## config.mk

```make
export PLATFORM = sky130hd
export DESIGN_NAME = mtr_drv_pwm_flat
export DESIGN_NICKNAME = d
export VERILOG_FILES = /design/src/rtl/mtr_drv_pkg.sv /design/src/rtl/mtr_drv_pwm_if.sv /design/src/rtl/mtr_pwm_chan.sv /design/src/rtl/mtr_drv_pwm.sv /design/src/flat_wrapper.sv
export SDC_FILE = /design/constraint.sdc
export NUM_CORES = 1
export LEC_CHECK = 0
export ABC_AREA = 1
export BUFFER_PORTS_ARGS = -buffer_cell sky130_fd_sc_hd__clkbuf_2
export CAP_MARGIN = 10
export CORE_UTILIZATION = 53
export CTS_CLUSTER_SIZE = 10
export DETAILED_ROUTE_END_ITERATION = 8
export PLACE_DENSITY = 0.76
export SYNTH_ARGS = -nofsm -noshare
export SYNTH_HDL_FRONTEND = slang
export SYNTH_SLANG_ARGS = --single-unit
```

## constraint.sdc

```tcl
create_clock -name clk -period 1.6 [get_ports clk]
set_clock_uncertainty 0.15 [all_clocks]
set_input_delay 0 -clock clk [delete_from_list [all_inputs] [get_ports clk]]
set_output_delay 0 -clock clk [all_outputs]
set_load 0.05 [all_outputs]
```

## src/rtl/mtr_drv_pkg.sv

```systemverilog
// Shared types and constants for the motor-drive PWM stage.
// Optional feature macro used by this slice: MTR_SLEW_EN (duty slew limiting).
package mtr_drv_pkg;

    localparam int unsigned SPD_W = 12;
    localparam int unsigned CNT_W = 11;

    localparam logic [CNT_W-1:0] CNT_MAX = 11'h7FF;

    typedef logic signed [SPD_W-1:0] spd_t;
    typedef logic [CNT_W-1:0]        duty_t;

    // |spd| clipped to the duty range; -2048 would otherwise need 12 bits.
    function automatic duty_t spd_mag(input spd_t spd);
        logic [SPD_W-1:0] abs_v;
        abs_v = spd[SPD_W-1] ? SPD_W'(-spd) : SPD_W'(spd);
        return abs_v[SPD_W-1] ? CNT_MAX : abs_v[CNT_W-1:0];
    endfunction

endpackage

```

## src/rtl/mtr_drv_pwm_if.sv

```systemverilog
// Speed-command / PWM-output bundle between the heading PID and the motor-drive stage.
// master: the side that commands speeds and observes PWM; slave: the drive stage.
interface mtr_drv_pwm_if;
    import mtr_drv_pkg::*;

    spd_t lft_spd;
    spd_t rght_spd;
    logic lft_fwd_pwm;
    logic lft_rev_pwm;
    logic rght_fwd_pwm;
    logic rght_rev_pwm;
    logic pwm_sync;

    modport master (
        output lft_spd,
        output rght_spd,
        input  lft_fwd_pwm,
        input  lft_rev_pwm,
        input  rght_fwd_pwm,
        input  rght_rev_pwm,
        input  pwm_sync
    );

    modport slave (
        input  lft_spd,
        input  rght_spd,
        output lft_fwd_pwm,
        output lft_rev_pwm,
        output rght_fwd_pwm,
        output rght_rev_pwm,
        output pwm_sync
    );

endinterface

```

## src/rtl/mtr_pwm_chan.sv

```systemverilog
// One wheel's PWM channel: |spd| saturation, optional slew (MTR_SLEW_EN),
// double-buffered {dir,duty} updated on latch_i, and registered fwd/rev outputs.
module mtr_pwm_chan
    import mtr_drv_pkg::*;
#(
    parameter int unsigned SLEW_STEP = 64
) (
    input  logic  clk,
    input  logic  rst_n,
    input  spd_t  spd_i,
    input  duty_t cnt_i,
    input  logic  latch_i,
    output logic  fwd_pwm_o,
    output logic  rev_pwm_o
);

    logic  tgt_dir;
    duty_t tgt_duty;
    logic  lat_dir;
    duty_t lat_duty;

    logic  dir_q, dir_d;
    duty_t duty_q, duty_d;
    logic  fwd_q, rev_q;

    // Requested drive: direction from sign, magnitude saturated to 2047.
    always_comb begin
        tgt_dir  = spd_i[SPD_W-1];
        tgt_duty = spd_mag(spd_i);
    end

`ifdef MTR_SLEW_EN
    localparam logic signed [SPD_W+1:0] Step = (SPD_W+2)'(SLEW_STEP);

    logic signed [SPD_W+1:0] act_s;
    logic signed [SPD_W+1:0] tgt_s;
    logic signed [SPD_W+1:0] diff_s;
    logic signed [SPD_W+1:0] next_s;

    // Move the signed active duty toward the target by at most Step, stopping at 0 on reversal.
    always_comb begin
        act_s  = dir_q ? -$signed({3'b000, duty_q}) : $signed({3'b000, duty_q});
        tgt_s  = tgt_dir ? -$signed({3'b000, tgt_duty}) : $signed({3'b000, tgt_duty});
        diff_s = tgt_s - act_s;
        if (diff_s > Step) begin
            next_s = act_s + Step;
        end else if (diff_s < -Step) begin
            next_s = act_s - Step;
        end else begin
            next_s = tgt_s;
        end
        // A reversal must dwell one period at zero before the direction flips.
        if ((act_s > 0 && next_s < 0) || (act_s < 0 && next_s > 0)) begin
            next_s = '0;
        end
        lat_dir  = next_s < 0;
        lat_duty = CNT_W'(next_s < 0 ? -next_s : next_s);
    end
`else
    logic unused_slew_step;
    assign unused_slew_step = ^SLEW_STEP;

    // Without slew limiting the target is taken directly at every boundary.
    always_comb begin
        lat_dir  = tgt_dir;
        lat_duty = tgt_duty;
    end
`endif

    // Shadow-to-active transfer happens only on the period boundary.
    always_comb begin
        dir_d  = dir_q;
        duty_d = duty_q;
        if (latch_i) begin
            dir_d  = lat_dir;
            duty_d = lat_duty;
        end
    end

    // Active drive state.
    always_ff @(posedge clk or negedge rst_n) begin
        if (!rst_n) begin
            dir_q  <= 1'b0;
            duty_q <= '0;
        end else begin
            dir_q  <= dir_d;
            duty_q <= duty_d;
        end
    end

    // Registered compare; dir gating makes fwd and rev mutually exclusive.
    always_ff @(posedge clk or negedge rst_n) begin
        if (!rst_n) begin
            fwd_q <= 1'b0;
            rev_q <= 1'b0;
        end else begin
            fwd_q <= ~dir_q & (cnt_i < duty_q);
            rev_q <= dir_q & (cnt_i < duty_q);
        end
    end

    assign fwd_pwm_o = fwd_q;
    assign rev_pwm_o = rev_q;

endmodule

```

## src/rtl/mtr_drv_pwm.sv

```systemverilog
// Motor-drive PWM stage: shared 11-bit period counter, period-start sync pulse and
// two independent wheel channels. Optional slew limiting via MTR_SLEW_EN.
module mtr_drv_pwm
    import mtr_drv_pkg::*;
#(
    parameter int unsigned SLEW_STEP = 64
) (
    input logic          clk,
    input logic          rst_n,
    mtr_drv_pwm_if.slave drv_io
);

    duty_t cnt_q, cnt_d;
    logic  sync_q, sync_d;
    logic  latch;

    // Free-running counter; sync is registered so it lines up with the registered PWM.
    always_comb begin
        cnt_d  = cnt_q + duty_t'(1);
        sync_d = (cnt_q == '0);
        latch  = (cnt_q == CNT_MAX);
    end

    // Period counter and sync flop.
    always_ff @(posedge clk or negedge rst_n) begin
        if (!rst_n) begin
            cnt_q  <= '0;
            sync_q <= 1'b0;
        end else begin
            cnt_q  <= cnt_d;
            sync_q <= sync_d;
        end
    end

    mtr_pwm_chan #(
        .SLEW_STEP (SLEW_STEP)
    ) u_lft (
        .clk       (clk),
        .rst_n     (rst_n),
        .spd_i     (drv_io.lft_spd),
        .cnt_i     (cnt_q),
        .latch_i   (latch),
        .fwd_pwm_o (drv_io.lft_fwd_pwm),
        .rev_pwm_o (drv_io.lft_rev_pwm)
    );

    mtr_pwm_chan #(
        .SLEW_STEP (SLEW_STEP)
    ) u_rght (
        .clk       (clk),
        .rst_n     (rst_n),
        .spd_i     (drv_io.rght_spd),
        .cnt_i     (cnt_q),
        .latch_i   (latch),
        .fwd_pwm_o (drv_io.rght_fwd_pwm),
        .rev_pwm_o (drv_io.rght_rev_pwm)
    );

    assign drv_io.pwm_sync = sync_q;

endmodule

```

## src/flat_wrapper.sv

```systemverilog
// flat-port wrapper written by rule: the top's interface ports become plain ports
module mtr_drv_pwm_flat import mtr_drv_pkg::*;
#(
    parameter int unsigned SLEW_STEP = 64
)
  (clk, rst_n, drv_io_lft_spd, drv_io_rght_spd, drv_io_lft_fwd_pwm, drv_io_lft_rev_pwm, drv_io_rght_fwd_pwm, drv_io_rght_rev_pwm, drv_io_pwm_sync);
  mtr_drv_pwm_if drv_io_i ();
  input logic clk;
  input logic rst_n;
  input wire logic [$bits(drv_io_i.lft_spd)-1:0] drv_io_lft_spd;
  input wire logic [$bits(drv_io_i.rght_spd)-1:0] drv_io_rght_spd;
  output wire logic [$bits(drv_io_i.lft_fwd_pwm)-1:0] drv_io_lft_fwd_pwm;
  output wire logic [$bits(drv_io_i.lft_rev_pwm)-1:0] drv_io_lft_rev_pwm;
  output wire logic [$bits(drv_io_i.rght_fwd_pwm)-1:0] drv_io_rght_fwd_pwm;
  output wire logic [$bits(drv_io_i.rght_rev_pwm)-1:0] drv_io_rght_rev_pwm;
  output wire logic [$bits(drv_io_i.pwm_sync)-1:0] drv_io_pwm_sync;
  assign drv_io_i.lft_spd = drv_io_lft_spd;
  assign drv_io_i.rght_spd = drv_io_rght_spd;
  assign drv_io_lft_fwd_pwm = drv_io_i.lft_fwd_pwm;
  assign drv_io_lft_rev_pwm = drv_io_i.lft_rev_pwm;
  assign drv_io_rght_fwd_pwm = drv_io_i.rght_fwd_pwm;
  assign drv_io_rght_rev_pwm = drv_io_i.rght_rev_pwm;
  assign drv_io_pwm_sync = drv_io_i.pwm_sync;
  mtr_drv_pwm #(.SLEW_STEP(SLEW_STEP)) u_core (.clk(clk), .rst_n(rst_n), .drv_io(drv_io_i));
endmodule
```

# Word level (Yosys, flattened, before mapping)
# Cells that the tools add are included.
[classes]
addsub = 3
magnitude_cmp = 2
n_eq_ne = 1
n_mux = 4
bitwise_logic = 6
n_reduce_logical = 1
[ops]
columns = ["cell", "n"]
rows = [
  ["$mux 12", 2],
  ["$neg 12->12", 2],
  ["$lt 11x11->1", 2],
  ["$mux 11", 2],
  ["$add 11x1->11 const B", 1],
  ["$eq 11x11->1 const B", 1],
  ["$logic_not 11->1", 1],
  ["$and 1x1->1", 4],
  ["$not 1->1", 2],
]
[totals]
reg_bits = 40
input_bits = 26
elab_cells = 27

# Depth between registers and ports, before layout
# Gate-level depths: netlist of run 1.
[depth]
depth_word = 3
ltp_mapped = 9
ltp_nobuf = 9

# Cells and area by module
# From an unflattened synthesis of run 1, not the netlist that was laid out.
[hier_totals]
cells_unflattened = 400
area_unflattened_um2 = 2842.7
[modules_own_cells]
columns = ["module", "n_inst", "cells_per_inst", "area_each_um2", "seq_area_each_um2"]
rows = [
  ["mtr_pwm_chan", 2, 166, 1128.6, 350.3],
  ["mtr_drv_pwm", 1, 68, 585.6, 300.3],
]

# Least setup slack after synthesis of run 1
# Ideal clock, no wire load.
[synth_timing]
path_type = "register to register"
from = "reg u_core.cnt_q[1]"
to = "reg u_core.u_lft.duty_q[0]"
setup_time_ps = 121
t_arrival_ps = 1433
t_required_ps = 1329
setup_slack_ps = -104
stages_incl_launch_ff = 10
n_path_buf = 1
synth_period_minus_slack_ps = 1704
path_cell_list = "dfrtp_1 > ha_1 > nand2_2 > nor2_4 > nand2_2 > nor3_4 > inv_2 > buf_4 > nand2_1 > o21ai_2"
[synth_between]
elab_chain_cells = 1
[synth_lines]
columns = ["element", "line", "source"]
rows = [
  ["start: declaration", "mtr_drv_pwm.sv:13", "duty_t cnt_q, cnt_d;"],
  ["start signal: assignment", "mtr_drv_pwm.sv:30", "cnt_q <= cnt_d;"],
  ["$eq 11x11->1", "mtr_drv_pwm.sv:21", "latch = (cnt_q == CNT_MAX);"],
  ["end signal: assignment", "mtr_pwm_chan.sv:87", "duty_q <= duty_d;"],
  ["end: declaration", "mtr_pwm_chan.sv:23", "duty_t duty_q, duty_d;"],
]
# Every way passes these cells.
# A chain may end at the register's enable or synchronous reset.

# Worst setup path after layout of run 1
[layout_timing]
from = "reg u_core.cnt_q[0]"
to = "reg u_core.u_rght.duty_q[1]"
[layout_between]
elab_chain_cells = 1
[layout_lines]
columns = ["element", "line"]
rows = [
  ["$eq 11x11->1", "mtr_drv_pwm.sv:21"],
  ["end signal: assignment", "mtr_pwm_chan.sv:87"],
  ["end: declaration", "mtr_pwm_chan.sv:23"],
]
# Every way passes these cells.

==> results of run 1 <==
## where the power goes
part	internal, W	switching, W	leakage, nW	total (W)
logic	0.000115	0.000140	1.51	0.000255
registers	0.00101	0	0.404	0.00101
clock network	0.000613	0.000331	0.0642	0.000945
total	0.00174	0.000471	1.98	0.00221
## placed cells by master (no fill, tap or decap), types with 11 or more instances in the layout
cell	n
clkbuf_2	30
a21oi_1	11
nor2_1	36
buf_4	19
ha_1	21
nand2_2	12
nand2_1	102
inv_1	45
nand3_1	35
dfrtp_1	37
dlygate4sd3_1	24
## worst max-delay path by stage
stage	start	to	slack (ns)	depth (start not counted)
after global placement	u_core.cnt_q[8]	u_core.u_rght.rev_pwm_o	-0.04	6
after CTS	u_core.cnt_q[0]	u_core.u_rght.duty_q[1]	-0.02	9
after global routing	u_core.cnt_q[0]	u_core.u_lft.duty_q[5]	-0.11	8
final	u_core.cnt_q[0]	u_core.u_rght.duty_q[1]	-0.02	9
after floorplan	u_core.cnt_q[1]	u_core.u_lft.duty_q[5]	-0.09	9
after detailed placement	u_core.cnt_q[0]	u_core.u_lft.duty_q[0]	-0.05	8
## area by class of cell
class                           instances  area [um^2]
Timing Repair Buffer                   78        598.1
Clock inverter                          2        60.06
Fill cell                             361         1234
Multi-Input combinational cell        274         1556
Sequential cell                        40         1005
Inverter                               46        180.2
Tap cell                               67        83.83
Clock buffer                            5        68.82
## layer usage
layer  part of all wire  vias up
met5                  0        -
met4              0.019        0
met3              0.036       13
met2               0.48       66
met1               0.46     1196
li1                   -     1332
## worst max-delay path, stage by stage, from the launching register on
cell and delay, ns:
dfrtp_1 0.40, ha_4 0.17, nand2_4 0.05, nor2_4 0.09, nand2_2 0.09, nor3_4 0.20, buf_6 0.14, buf_6 0.12
nand2_2 0.05, o21ai_1 0.08
## metrics by stage
stage                     instances  power (W)  area, um^2  setup TNS, ns
after CTS                       508   0.002219        3441       -0.09022
after floorplan                 366   0.001138        2689         -1.621
after global routing            512   0.002289        3552         -1.810
after detailed placement        470   0.001232        2992        -0.5693
final                           512   0.002210        3552       -0.05432
after global placement          470   0.001228        2992       -0.09199
## state kept, by name (all words and copies together), names as in the netlist
name / count
u_core.u_rght.dir_q: 1
u_core.u_rght.duty_q: 11
u_core.u_lft.rev_pwm_o: 1
u_core.u_lft.duty_q: 11
u_core.drv_io.pwm_sync: 1
u_core.u_rght.fwd_pwm_o: 1
u_core.u_rght.rev_pwm_o: 1
u_core.cnt_q: 11
u_core.u_lft.fwd_pwm_o: 1
u_core.u_lft.dir_q: 1
## cell families (layout without fill, tap and decap cells)
family          after synthesis  count (layout)  synth area share
simple gates                203             203            0.3244
buf+inv                      52             131           0.07771
flops                        40              40            0.3745
compound gates               36              36           0.07491
fa+ha+maj                    24              24            0.1124
xor+xnor                     11              11           0.03605
## repair_timing
action | 4_1_cts | 5_1_grt
pin swaps | 0 | 1
buffers inserted | 6 | 4
gates resized for setup | 13 | 26
endpoints found under the setup margin | 24 | 29
endpoints found under the hold margin | 63 | 0
hold buffers | 24 | 0
gates cloned | 1 | 0
==> flow_summary.yaml, run 1 <==
finish:
  area_growth_pct: 32.91
  num_antenna_cells: 0
  post_route_cells_drive_above_1_share: 0.2180
  final_util: 0.7422
  final_nets: 495
yosys:
  async_flop_share: 1.000
  yosysWarnings: 0
  synthMostInstantiatedCell: "nand2_1"
  yosysTopAreaCell: "dfrtp_1"
  synth_cells: 366
  syn_nets: 416
  synthTopCellsByCount: "nand2_1 (113), inv_1 (45), dfrtp_1 (40)"
  ys.flop_type: "dfrtp_1"
  netlist.area_leader.share: 0.3745
  ys_seq_elements: 40
  synthTopCellsByArea: "dfrtp_1 (37%), nand2_1 (16%), ha_1 (11%)"
  avgSynthCellArea_um2: 7.302
  synth-edff-count: 0
  synth_seq_area_share: 0.3745
  syn_area_um2: 2673
  yosysUniqueCellTypes: 25
clock_tree:
  root_buffer: "clkbuf_8"
  cts_made_buffers: 5
  clk_pin_slew_ns: 0.07
  clockBufferDepth: 2
  cts.sinks: 40
  cts_tree: "built"
  clock_latency_ns: 0.29
  ctsHtreeMaxLevel: 2
min_path:
  hold_path_depth: 4
  hold_path_class: "in -> reg"
  hp-start: "drv_io_rght_spd[2]"
  hold_end: "u_core.u_rght.duty_q[2]"
drt:
  via_per_inst: 5.092
  wl_per_cell_um: 12.34
  wirelength_mm: 6.316
  first_pass_iters: 4
  drtIter0Drc: 111
  vias: 2607
  ant_nets: 0
  drc: 0
global_routing:
  antenna_found_initial: 0
  grt_pass1_wl_mm: 10.34
  grt_usage: 0.2535
  met1_usage: 0.3434
  grt.busiest_layer: "met2"
  met3_usage: 0.03039
  gr-total-overflow: 0
  grt_pass1_vias: 2328
  grt_max_degree: 23
  met2_usage: 0.4208
timing:
  maxSlewHeadroom: 0.6664
  worst_pin_slew_ns: 0.5004
  fin_hold_ws_ns: 0.03506
  fmax_ghz: 0.6165
  fin_crit_ns: 1.622
  finalCritPeriodShare: 1.014
  hold_viol: 0
  slew_violations: 0
  rsz0062_at_grt: "true"
  setup_viol: 4
  setup_ws_ns: -0.02209
placement:
  gp_congestion: 0.8468
  hpwl_mm: 4.257
  pre_cts_slack_ns: -0.04967
  portBuffers: 30
worst_setup_path:
  reg2reg_from: "u_core.cnt_q[0]"
  r2r_slack_ns: -0.02
  setup.worst_path.start_class: "flip-flop"
  cp.required_ns: 1.67
  arrival_ns: 1.69
  path_class: "reg -> reg"
  rr_endpoint: "u_core.u_rght.duty_q[1]"
  r2r_cells: 9
  cp_max_fo: 8
  end_kind: "flip-flop"
job:
  cap_viol_max_count: 0
floorplan:
  core.rowCount: 25
  die_w_um: 73.01
  dieArea_um2: 5330
  io_pins: 31
  die_y_um: 73.01
  core_um2: 4786
  initial_utilization: 0.5584
status:
  outcome: "finished with violations"
  violations: "negative setup slack"
power:
  powerDensity_nw_per_um2: 622.2
  p_leak_nw: 1.975
  peakVddDrop_mv: 0.4122
(Power assumes the default switching activity.)
==> inputs of run 2 (changes only) <==
--- a/config.mk
+++ b/config.mk
@@ -8,9 +8,11 @@
 export ABC_AREA = 1
 export BUFFER_PORTS_ARGS = -buffer_cell sky130_fd_sc_hd__clkbuf_2
 export CAP_MARGIN = 10
+export CORE_MARGIN = 2
 export CORE_UTILIZATION = 53
 export CTS_CLUSTER_SIZE = 10
 export DETAILED_ROUTE_END_ITERATION = 8
+export HOLD_SLACK_MARGIN = 0.08
 export PLACE_DENSITY = 0.76
 export SYNTH_ARGS = -nofsm -noshare
 export SYNTH_HDL_FRONTEND = slang
==> run 2 against run 1 <==
The flow still finishes with violations (negative setup slack). Non-clock buffer count up 2. Routed wire length is 7.7% higher. Sequential power hardly changed.
==> flow_summary.yaml, run 2 (synthesis gave the netlist of run 1 again) <==
global_routing:
  grt_max_degree: 41
  grt_pass1_wl_mm: 10.83
  gr-total-overflow: 0
  grt_pass1_vias: 2376
  grt_usage: 0.2557
  antenna_found_initial: 0
drt:
  via_per_inst: 5.064
  wl_per_cell_um: 13.24
  drtIter0Drc: 191
  ant_nets: 0
  wirelength_mm: 6.805
  first_pass_iters: 4
  drc: 0
  vias: 2603
worst_setup_path:
  reg2reg_from: "u_core.cnt_q[1]"
  arrival_ns: 1.73
  rr_endpoint: "u_core.u_rght.duty_q[3]"
  end_kind: "flip-flop"
  r2r_cells: 9
  crit_end: "u_core.u_rght.duty_q[3]"
  path_class: "reg -> reg"
  cp_max_fo: 8
  setup.worst_path.start_class: "flip-flop"
  r2r_slack_ns: -0.07
  critPathLaunch: "u_core.cnt_q[1]"
  cp.required_ns: 1.67
timing:
  worst_pin_slew_ns: 0.4902
  setup_ws_ns: -0.06628
  hold_viol: 0
  fmax_ghz: 0.6001
  setup_viol: 12
  fin_hold_ws_ns: 0.1443
  fin_crit_ns: 1.666
  maxSlewHeadroom: 0.6732
  finalCritPeriodShare: 1.041
  fin_tns_setup_ns: -0.3805
  slew_violations: 0
  rsz0062_at_grt: "true"
clock_tree:
  clock_latency_ns: 0.30
  cts.sinks: 40
  ctsHtreeMaxLevel: 2
  clk_pin_slew_ns: 0.07
  clockBufferDepth: 2
  cts_tree: "built"
  cts_made_buffers: 5
  root_buffer: "clkbuf_8"
finish:
  post_route_cells_drive_above_1_share: 0.2640
  final_nets: 497
  multi_input_area_um2: 1683
  final_area_um2: 3645
  fillers: 327
  area_growth_pct: 36.38
  final_cell_mix: "nand2_1 (102), inv_1 (44), nor2_1 (36), dfrtp_1 (36), nand3_1 (33)"
  num_antenna_cells: 0
  register_area_um2: 1006
  final_common_cell: "nand2_1"
  reg_top3: "u_core.cnt_q: 11 flops, u_core.u_lft.duty_q: 11 flops, u_core.u_rght.duty_q: 11 flops"
  final_cells: 514
placement:
  detailed_place.area_um2: 2987
  post-place-cells: 471
  gp_congestion: 0.8718
  hpwl_mm: 4.281
  portBuffers: 30
status:
  violations: "negative setup slack"
  outcome: "finished with violations"
floorplan:
  io_pins: 31
  die_y_um: 75.01
  core.rowCount: 25
  die_w_um: 75.01
  dieArea_um2: 5627
  core_um2: 4786
  initial_utilization: 0.5584
job:
  cap_viol_max_count: 0
power:
  p_leak_nw: 1.969
  powerDensity_nw_per_um2: 522.1
  peakVddDrop_mv: 0.3482
min_path:
  hold_path_class: "in -> async"
## run 2: changes by cell type in the layout (fill, tap and decap cells not counted), moves of 2 or more
cell       delta
a21oi_1       -4
ha_4          +6
nand3_2       +2
nand3_1       -2
bufinv_16     -2
a21oi_2       +4
o21ai_2       +5
o21ai_1       -4
ha_1          -7
## run 2: repair_timing
action / in CTS / in global routing
cloned: 2 / 0
gates resized for setup: 13 / 52
endpoints found under the setup margin: 27 / 28
hold endpoints to repair: 64 / 0
buffers inserted: 6 / 4
hold buffers: 25 / 0
pin swaps: 0 / 9
## run 2: where the power goes
part	internal (W)	switching, W
clock	0.000295	0.000340
combinational	0.000113	0.000144
sequential	0.00101	0
## run 2: cell type report
cell class | instances | share of cell area
Tap cell | 67 | 0.02300
Clock buffer | 5 | 0.01888
Clock inverter | 2 | 0.003433
Multi-Input combinational cell | 274 | 0.4617
Sequential cell | 40 | 0.2760
Timing Repair Buffer | 80 | 0.1675
Inverter | 46 | 0.04943
## run 2: worst max-delay path, cell delays in order (launching register included)
cell and delay [ns]:
dfrtp_1 0.41, ha_4 0.18, nand2_4 0.06, nor2_4 0.09, nand2_2 0.09, nor3_4 0.15
buf_6 0.17, buf_8 0.14, nand2_1 0.07, o21ai_1 0.08
## run 2: how the worst min path moves through the flow
stage,start,to,slack (ns)
after floorplan,rst_n,u_core.cnt_q[0],-0.45
after global placement,rst_n,u_core.u_lft.duty_q[6],-0.07
after detailed placement,rst_n,u_core.u_lft.duty_q[8],-0.07
after CTS,rst_n,u_core.u_lft.dir_q,0.15
after global routing,rst_n,u_core.u_lft.duty_q[6],0.19
final,rst_n,u_core.u_lft.dir_q,0.14
## run 2: routing by layer
metal,track usage,part of all wire,vias up
li1,-,-,1325
met1,0.3475,0.45,1201
met2,0.4074,0.48,60
met3,0.03748,0.034,17
met4,0.1111,0.029,0
met5,0,0,-
## run 2: stage by stage
stage               utilization  power (W)  setup slack, ns
floorplan                     -   0.001138         -0.09176
global placement         0.6241   0.001223         -0.04414
detailed placement       0.6241   0.001227         -0.09105
CTS                      0.7109   0.001897         -0.03391
global route             0.7616   0.001999          -0.1390
finish                   0.7616   0.001903         -0.06628
